<file path="src/rtl/serial_to_parallel_rx.sv">
// LSB-first serial receiver: gathers WORD_LENGTH strobed bits into a word and
// presents it to the consumer through a valid/ack handshake with overrun flagging.
module serial_to_parallel_rx #(
  parameter int WORD_LENGTH = 8
) (
  input  logic                               clk,
  input  logic                               reset,
  input  logic                               start,
  input  logic                               shift,
  input  logic                               serialInput,
  input  logic                               dataAck,
  output logic [WORD_LENGTH-1:0]             parallelOutput,
  output logic                               dataValid,
  output logic                               busy,
  output logic [$clog2(WORD_LENGTH+1)-1:0]   bitCount,
  output logic                               overrun
);

  localparam int CW = $clog2(WORD_LENGTH + 1);
  localparam logic [CW-1:0] LAST_BIT = CW'(WORD_LENGTH - 1);

  typedef enum logic {IDLE = 1'b0, RECEIVE = 1'b1} state_t;

  state_t                 r_state;
  state_t                 w_state_next;
  logic [WORD_LENGTH-1:0] r_shift;
  logic [CW-1:0]          r_bit_count;
  logic [WORD_LENGTH-1:0] r_parallel;
  logic                   r_valid;
  logic                   r_overrun;

  logic                   w_capture;
  logic                   w_complete;
  logic [WORD_LENGTH-1:0] w_word;

  // start has priority over a coincident strobe, so that bit is never captured
  assign w_capture  = (r_state == RECEIVE) && shift && !start;
  assign w_complete = w_capture && (r_bit_count == LAST_BIT);
  assign w_word     = {serialInput, r_shift[WORD_LENGTH-1:1]};

  always_ff @(posedge clk) begin
    if (reset) begin
      r_state <= IDLE;
    end else begin
      r_state <= w_state_next;
    end
  end

  always_comb begin
    w_state_next = r_state;
    if (start) begin
      w_state_next = RECEIVE;
    end else if (w_complete) begin
      w_state_next = IDLE;
    end
  end

  always_comb begin
    busy = (r_state == RECEIVE);
  end

  always_ff @(posedge clk) begin
    if (reset) begin
      r_shift     <= '0;
      r_bit_count <= '0;
    end else if (start) begin
      r_bit_count <= '0;
    end else if (w_capture) begin
      r_shift     <= w_word;
      r_bit_count <= w_complete ? '0 : r_bit_count + 1'b1;
    end
  end

  // A finished word only replaces the output if the previous one is gone or leaving now
  always_ff @(posedge clk) begin
    if (reset) begin
      r_parallel <= '0;
      r_valid    <= 1'b0;
      r_overrun  <= 1'b0;
    end else if (w_complete) begin
      if (!r_valid || dataAck) begin
        r_parallel <= w_word;
        r_valid    <= 1'b1;
      end else begin
        r_overrun  <= 1'b1;
      end
    end else if (r_valid && dataAck) begin
      r_valid <= 1'b0;
    end
  end

  assign parallelOutput = r_parallel;
  assign dataValid      = r_valid;
  assign bitCount       = r_bit_count;
  assign overrun        = r_overrun;

endmodule

</file>
<file path="config.mk">
export PLATFORM = sky130hd
export DESIGN_NAME = serial_to_parallel_rx
export DESIGN_NICKNAME = d
export VERILOG_FILES = /design/src/rtl/serial_to_parallel_rx.sv
export SDC_FILE = /design/constraint.sdc
export NUM_CORES = 1
export LEC_CHECK = 0
export CORE_MARGIN = 10
export CORE_UTILIZATION = 50
export CTS_BUF_LIST = sky130_fd_sc_hd__clkbuf_8
export DETAILED_ROUTE_END_ITERATION = 8
export GPL_ROUTABILITY_DRIVEN = 0
export PLACE_DENSITY_LB_ADDON = 0.25
export SLEW_MARGIN = 40
export SYNTH_ARGS = -nofsm -noshare
export SYNTH_HDL_FRONTEND = slang
export SYNTH_SLANG_ARGS = --single-unit
</file>
<file path="constraint.sdc">
create_clock -name clk -period 1.88 [get_ports clk]
set_input_delay 0.47 -clock clk [delete_from_list [all_inputs] [get_ports clk]]
set_output_delay 0.47 -clock clk [all_outputs]
set_load 0.02 [all_outputs]
</file>
==> results of run 1 <==
-- report_power, final --
part,internal [uW],leakage (uW),total (uW),switching [uW]
combinational,31.0,0.000230,57.5,26.5
clock,143,0.0000216,284,141
sequential,468,0.000178,470,1.97
-- area by class of cell --
type | count | share of cell area, %
Clock buffer | 3 | 3.40
Inverter | 1 | 0.309
Multi-Input combinational cell | 70 | 36.7
Sequential cell | 22 | 36.2
Tap cell | 25 | 2.57
Timing Repair Buffer | 27 | 20.8
-- worst min-delay path: cells and delay by family (launching register included) --
kind / cells / cell delay, ns
AOI/OAI and AO/OA: 1 / 0.05
DFF: 1 / 0.31
and+or+nand+nor: 1 / 0.05
-- layer usage --
metal	vias up	share of wire (%)	global-route usage (%)
li1	384	-	-
met1	338	40	10.3
met2	17	49	16.4
met3	7	6.8	4.42
met4	0	3.2	7.26
met5	-	0	0
-- through the flow --
| step | util, % | TNS, ns |
|---|---|---|
| 2_1_floorplan | - | 0 |
| 3_3_place_gp | 67.3 | 0 |
| 3_5_place_dp | 67.3 | -0.0277 |
| 4_1_cts | 69.7 | 0 |
| 5_1_grt | 69.7 | 0 |
| 6_report | 69.7 | 0 |
-- flip-flops by register name, summed over array words and instances, names as in the netlist --
name            flops
bitCount            4
busy                1
dataValid           1
overrun             1
parallelOutput      8
r_shift             7
-- cell families (layout without fill, tap and decap cells) --
family,count (synthesis),after routing,share of synthesized area (%)
and+or+nand+nor,46,46,28.1
AOI/OAI and AO/OA,13,13,8.10
xor gates and xnor gates,1,1,0.945
adders and majority gates,1,1,1.35
muxes,9,9,9.72
buffers and inverters,8,31,4.32
DFF,22,22,47.5
-- path summary, 6_finish.rpt --
check                           start                              to  cells after the start
max          bitCount[0]$_SDFFE_PP0P_                     bitCount[0]                      1
min           r_shift[1]$_SDFFE_PP0P_         r_shift[1]$_SDFFE_PP0P_                      2
min reg2reg   r_shift[1]$_SDFFE_PP0P_         r_shift[1]$_SDFFE_PP0P_                      2
max reg2reg  bitCount[0]$_SDFFE_PP0P_  parallelOutput[2]$_SDFFE_PP0P_                      5
-- cell usage in the layout, fill, tap and decap left out, drive strengths merged --
master,count
nor2,3
nand3b,1
a31oi,1
nand4b,1
nor3,2
clkbuf,3
a311oi,1
nand2,16
nor2b,1
a211oi,2
nand3,1
and3b,2
mux2i,9
or3,1
nor3b,1
o21ai,1
ha,1
a21oi,8
nand2b,16
inv,1
buf,7
xor2,1
clkdlybuf4s50,20
dfxtp,22
or4,1
==> flow_summary.toml, run 1 <==
[final_layout]
fin_area_mm2 = 0.00122
final_cells = 148
n_antenna_cell = 0
multiInputGateArea_um2 = 447
final_nets = 132
seqCellArea_um2 = 440
final_layout_size_suffix_gt1_share_pct = 8.94
areaGrowthSynthToFinish_pct = 31.2
nFillCells = 140

[synthesis]
yosysMostFrequentCell = "dfxtp_1"
ys_seq_area_share_pct = 47.5
syn_nets = 107
ys_types = 25
synth_top_area_cell = "dfxtp_1"
synth_top_area_share_pct = 47.5
synthCells = 100
synth_edf_count = 0
synth-seq-cells = 22
synth_common_cells = "dfxtp_1 (22), nand2_1 (16), nand2b_1 (16), mux2i_1 (9), a21oi_1 (8)"
synth_area_um2 = 927
async_flop_share_pct = 0
yosysWarningCount = 0
postSynthAreaPerCell_um2 = 9.27
synthTopCellsByArea = "dfxtp_1 (48%), nand2b_1 (11%), mux2i_1 (9.7%)"
yosys_most_used_dff = "dfxtp_1"

[placed_design]
place_hpwl_um = 1480
place_area_mm2 = 0.00117
dp_cells = 145
place_ws_ns = -0.0277
port_buffers = 20

[worst_setup_path]
crit_type = "flop to output pin"
slowest_delay_ns = 0.64
r2r_slack_ns = 0.31
crit_path_end_kind = "output pin"
critPathBufInv = 1
worstPathCellList = "clkdlybuf4s50_1"
slowest_stage = "clkdlybuf4s50_1"
crit_arrival_ns = 1.31
path_max_fanout = 5
cp_top_family = "buffers and inverters"
cp-start-kind = "flop"
crit_required_ns = 1.41

[flow_run]
max_cap_violations = 0

[clock_tree]
cts_buffers = 3
cts_repair_resize_count = 0
cts.sinks = 22
cts_setup_buffers = 0
cts_root_buf = "clkbuf_8"
ctsHoldBuffers = 0
clk_latency_ns = 0.26
clk_pin_slew_ns = 0.07
ctsHtreeMaxLevel = 1
ctsLongestPathBuffers = 2
cts_tree = "done"

[pwr]
irDropWorstVdd_mv = 0.451
power_density_mw_per_mm2 = 667
leakagePower_uw = 0.000429
total_power_uw = 812

[timing]
rsz0062_at_grt = "no"
fmax_mhz = 562
clock-skew-final_ns = 0.00255
fin_ws_ns = 0.101
slew_headroom_pct = 71.5
finalSetupViolations = 0
slew_violations = 0
whs_ns = 0.460
period_share_pct = 94.6
worstMarginPinSlew_ns = 0.426
hold_viol = 0
min_period_ns = 1.78

[global_routing]
grt_pass1_vias = 769
antenna_found_initial = 0
grt_use_total_pct = 10.2
grt_overflow_total = 0
grt_max_degree = 19
grt_pass1_wl_um = 3270

[route]
drtIter0Drc = 7
ant_nets = 0
wl_per_cell_um = 12.8
drt_pass1_iterations = 4
via_count = 746
wl_um = 1890
viasPerCell = 5.04
drc = 0

[floorplan]
dieArea_mm2 = 0.00398
die_w_um = 63.1
start_util_pct = 53.1
placementRows = 15
ios = 21
die_h_um = 63.1
coreArea_mm2 = 0.00175

[outcome]
status = "finished, final reports clean"

[worst_hold_path]
hp-class = "flop to flop"
Note: power is estimated with default switching activity, not from simulation.
==> run 2, diff against run 1 <==
--- a/config.mk
+++ b/config.mk
@@ -6,7 +6,7 @@
 export NUM_CORES = 1
 export LEC_CHECK = 0
 export CORE_MARGIN = 10
-export CORE_UTILIZATION = 50
+export CORE_UTILIZATION = 39
 export CTS_BUF_LIST = sky130_fd_sc_hd__clkbuf_8
 export DETAILED_ROUTE_END_ITERATION = 8
 export GPL_ROUTABILITY_DRIVEN = 0
==> run 2 against run 1 <==
Critical endpoint unchanged. Non-clock buffer count fell by 2. Worst setup slack improved by 0.011 ns. Global-route usage fell by 1.6 points.
==> flow_summary.toml, run 2 (synthesis results as in run 1) <==
[worst_setup_path]
worstPathCellList = "clkdlybuf4s50_1"
slowest_delay_ns = 0.64
crit_type = "flop to output pin"
cp-startpoint = "bitCount[0]$_SDFFE_PP0P_"
crit_path_end_kind = "output pin"
crit_arrival_ns = 1.30
path_max_fanout = 5
cp_top_family = "buffers and inverters"
critPathBufInv = 1
r2r_start = "bitCount[0]$_SDFFE_PP0P_"
r2r_slack_ns = 0.30
slowest_stage = "clkdlybuf4s50_1"
crit_required_ns = 1.41
cp-start-kind = "flop"

[timing]
rsz0062_at_grt = "no"
clock-skew-final_ns = 0.00303
worstMarginPinSlew_ns = 0.296
finalSetupViolations = 0
whs_ns = 0.467
fmax_mhz = 566
min_period_ns = 1.77
slew_headroom_pct = 80.3
fin_ws_ns = 0.112
setup-tns-final_ns = 0
period_share_pct = 94.1
slew_violations = 0
hold_viol = 0

[pwr]
power_density_mw_per_mm2 = 660
irDropWorstVdd_mv = 0.495
leakagePower_uw = 0.000431

[global_routing]
grt_pass1_vias = 755
grt_max_degree = 31
grt_use_total_pct = 8.59
grt_overflow_total = 0
antenna_found_initial = 0
grt_pass1_wl_um = 3180

[clock_tree]
cts_buffers = 3
ctsHtreeMaxLevel = 1
cts.sinks = 22
cts_setup_buffers = 0
ctsLongestPathBuffers = 2
cts_root_buf = "clkbuf_8"
clk_pin_slew_ns = 0.07
cts_tree = "done"
clk_latency_ns = 0.25

[final_layout]
final_layout_size_suffix_gt1_share_pct = 7.44
areaGrowthSynthToFinish_pct = 30.2
mostFrequentLayoutCell = "dfxtp_1"
n_antenna_cell = 0
largest_reg_flops = 8
layout_common_cells = "dfxtp_1 (22), clkdlybuf4s50_1 (19), nand2b_1 (16), nand2_1 (16), mux2i_1 (9)"
final_nets = 130
fin_util_pct = 54.1

[route]
drt_pass1_iterations = 3
via_count = 722
drtIter0Drc = 20
wl_per_cell_um = 12.4
ant_nets = 0
drc = 0
wl_um = 1850
viasPerCell = 4.85

[floorplan]
start_util_pct = 41.5
ios = 21
coreArea_mm2 = 0.00223
placementRows = 17
die_w_um = 68.8
dieArea_mm2 = 0.00473
die_h_um = 68.8

[placed_design]
port_buffers = 20
place_ws_ns = 0.00592
place_hpwl_um = 1380

[outcome]
status = "finished, final reports clean"

[worst_hold_path]
hold_start = "r_shift[1]$_SDFFE_PP0P_"
hp-class = "flop to flop"

[flow_run]
max_cap_violations = 0
-- run 2: cell types whose count changed in the layout (fill, tap and decap cells not counted) --
cell,delta
clkdlybuf4s50_1,-1
dlymetal6s2s_1,+1
buf_4,-2
-- run 2: worst paths after layout --
path | to | depth (start not counted)
setup / recovery | bitCount[0] | 1
hold / removal | r_shift[1]$_SDFFE_PP0P_ | 2
setup reg to reg | parallelOutput[3]$_SDFFE_PP0P_ | 5
hold reg to reg | r_shift[1]$_SDFFE_PP0P_ | 2
-- run 2: where the power goes --
group | total (uW) | internal (uW) | switching, uW
combinational | 51.2 | 27.5 | 23.7
sequential | 472 | 468 | 3.94
clock | 273 | 142 | 131
-- run 2: layer usage --
metal	share of wire, %	global-route usage (%)	up-vias	wire length (um)
li1	-	-	378	-
met1	46	9.91	329	841
met2	46	13.7	13	846
met3	7.6	3.06	2	140
met4	0.92	4.43	0	17
met5	0	0	-	0
-- run 2: stage by stage --
stage                     area [um^2]  cells  power [uW]
after floorplan                   927    100         512
after global placement           1160    146         534
after detailed placement         1160    146         535
after CTS                        1200    149         810
after global routing             1210    149         828
final                            1210    149         797
-- run 2: area by class of cell --
type	instances	area [um^2]
flip-flops and latches	22	440
fillers	221	1030
clock buffers	3	41.3
repair buffers	25	240
multi-input cells	70	447
inverters	1	3.75
well taps	28	35.0
-- run 2: timing repair --
item                       in CTS  in global routing
hold buffers                    0                  0
setup endpoints to repair       0                  1
resized for setup               0                  1
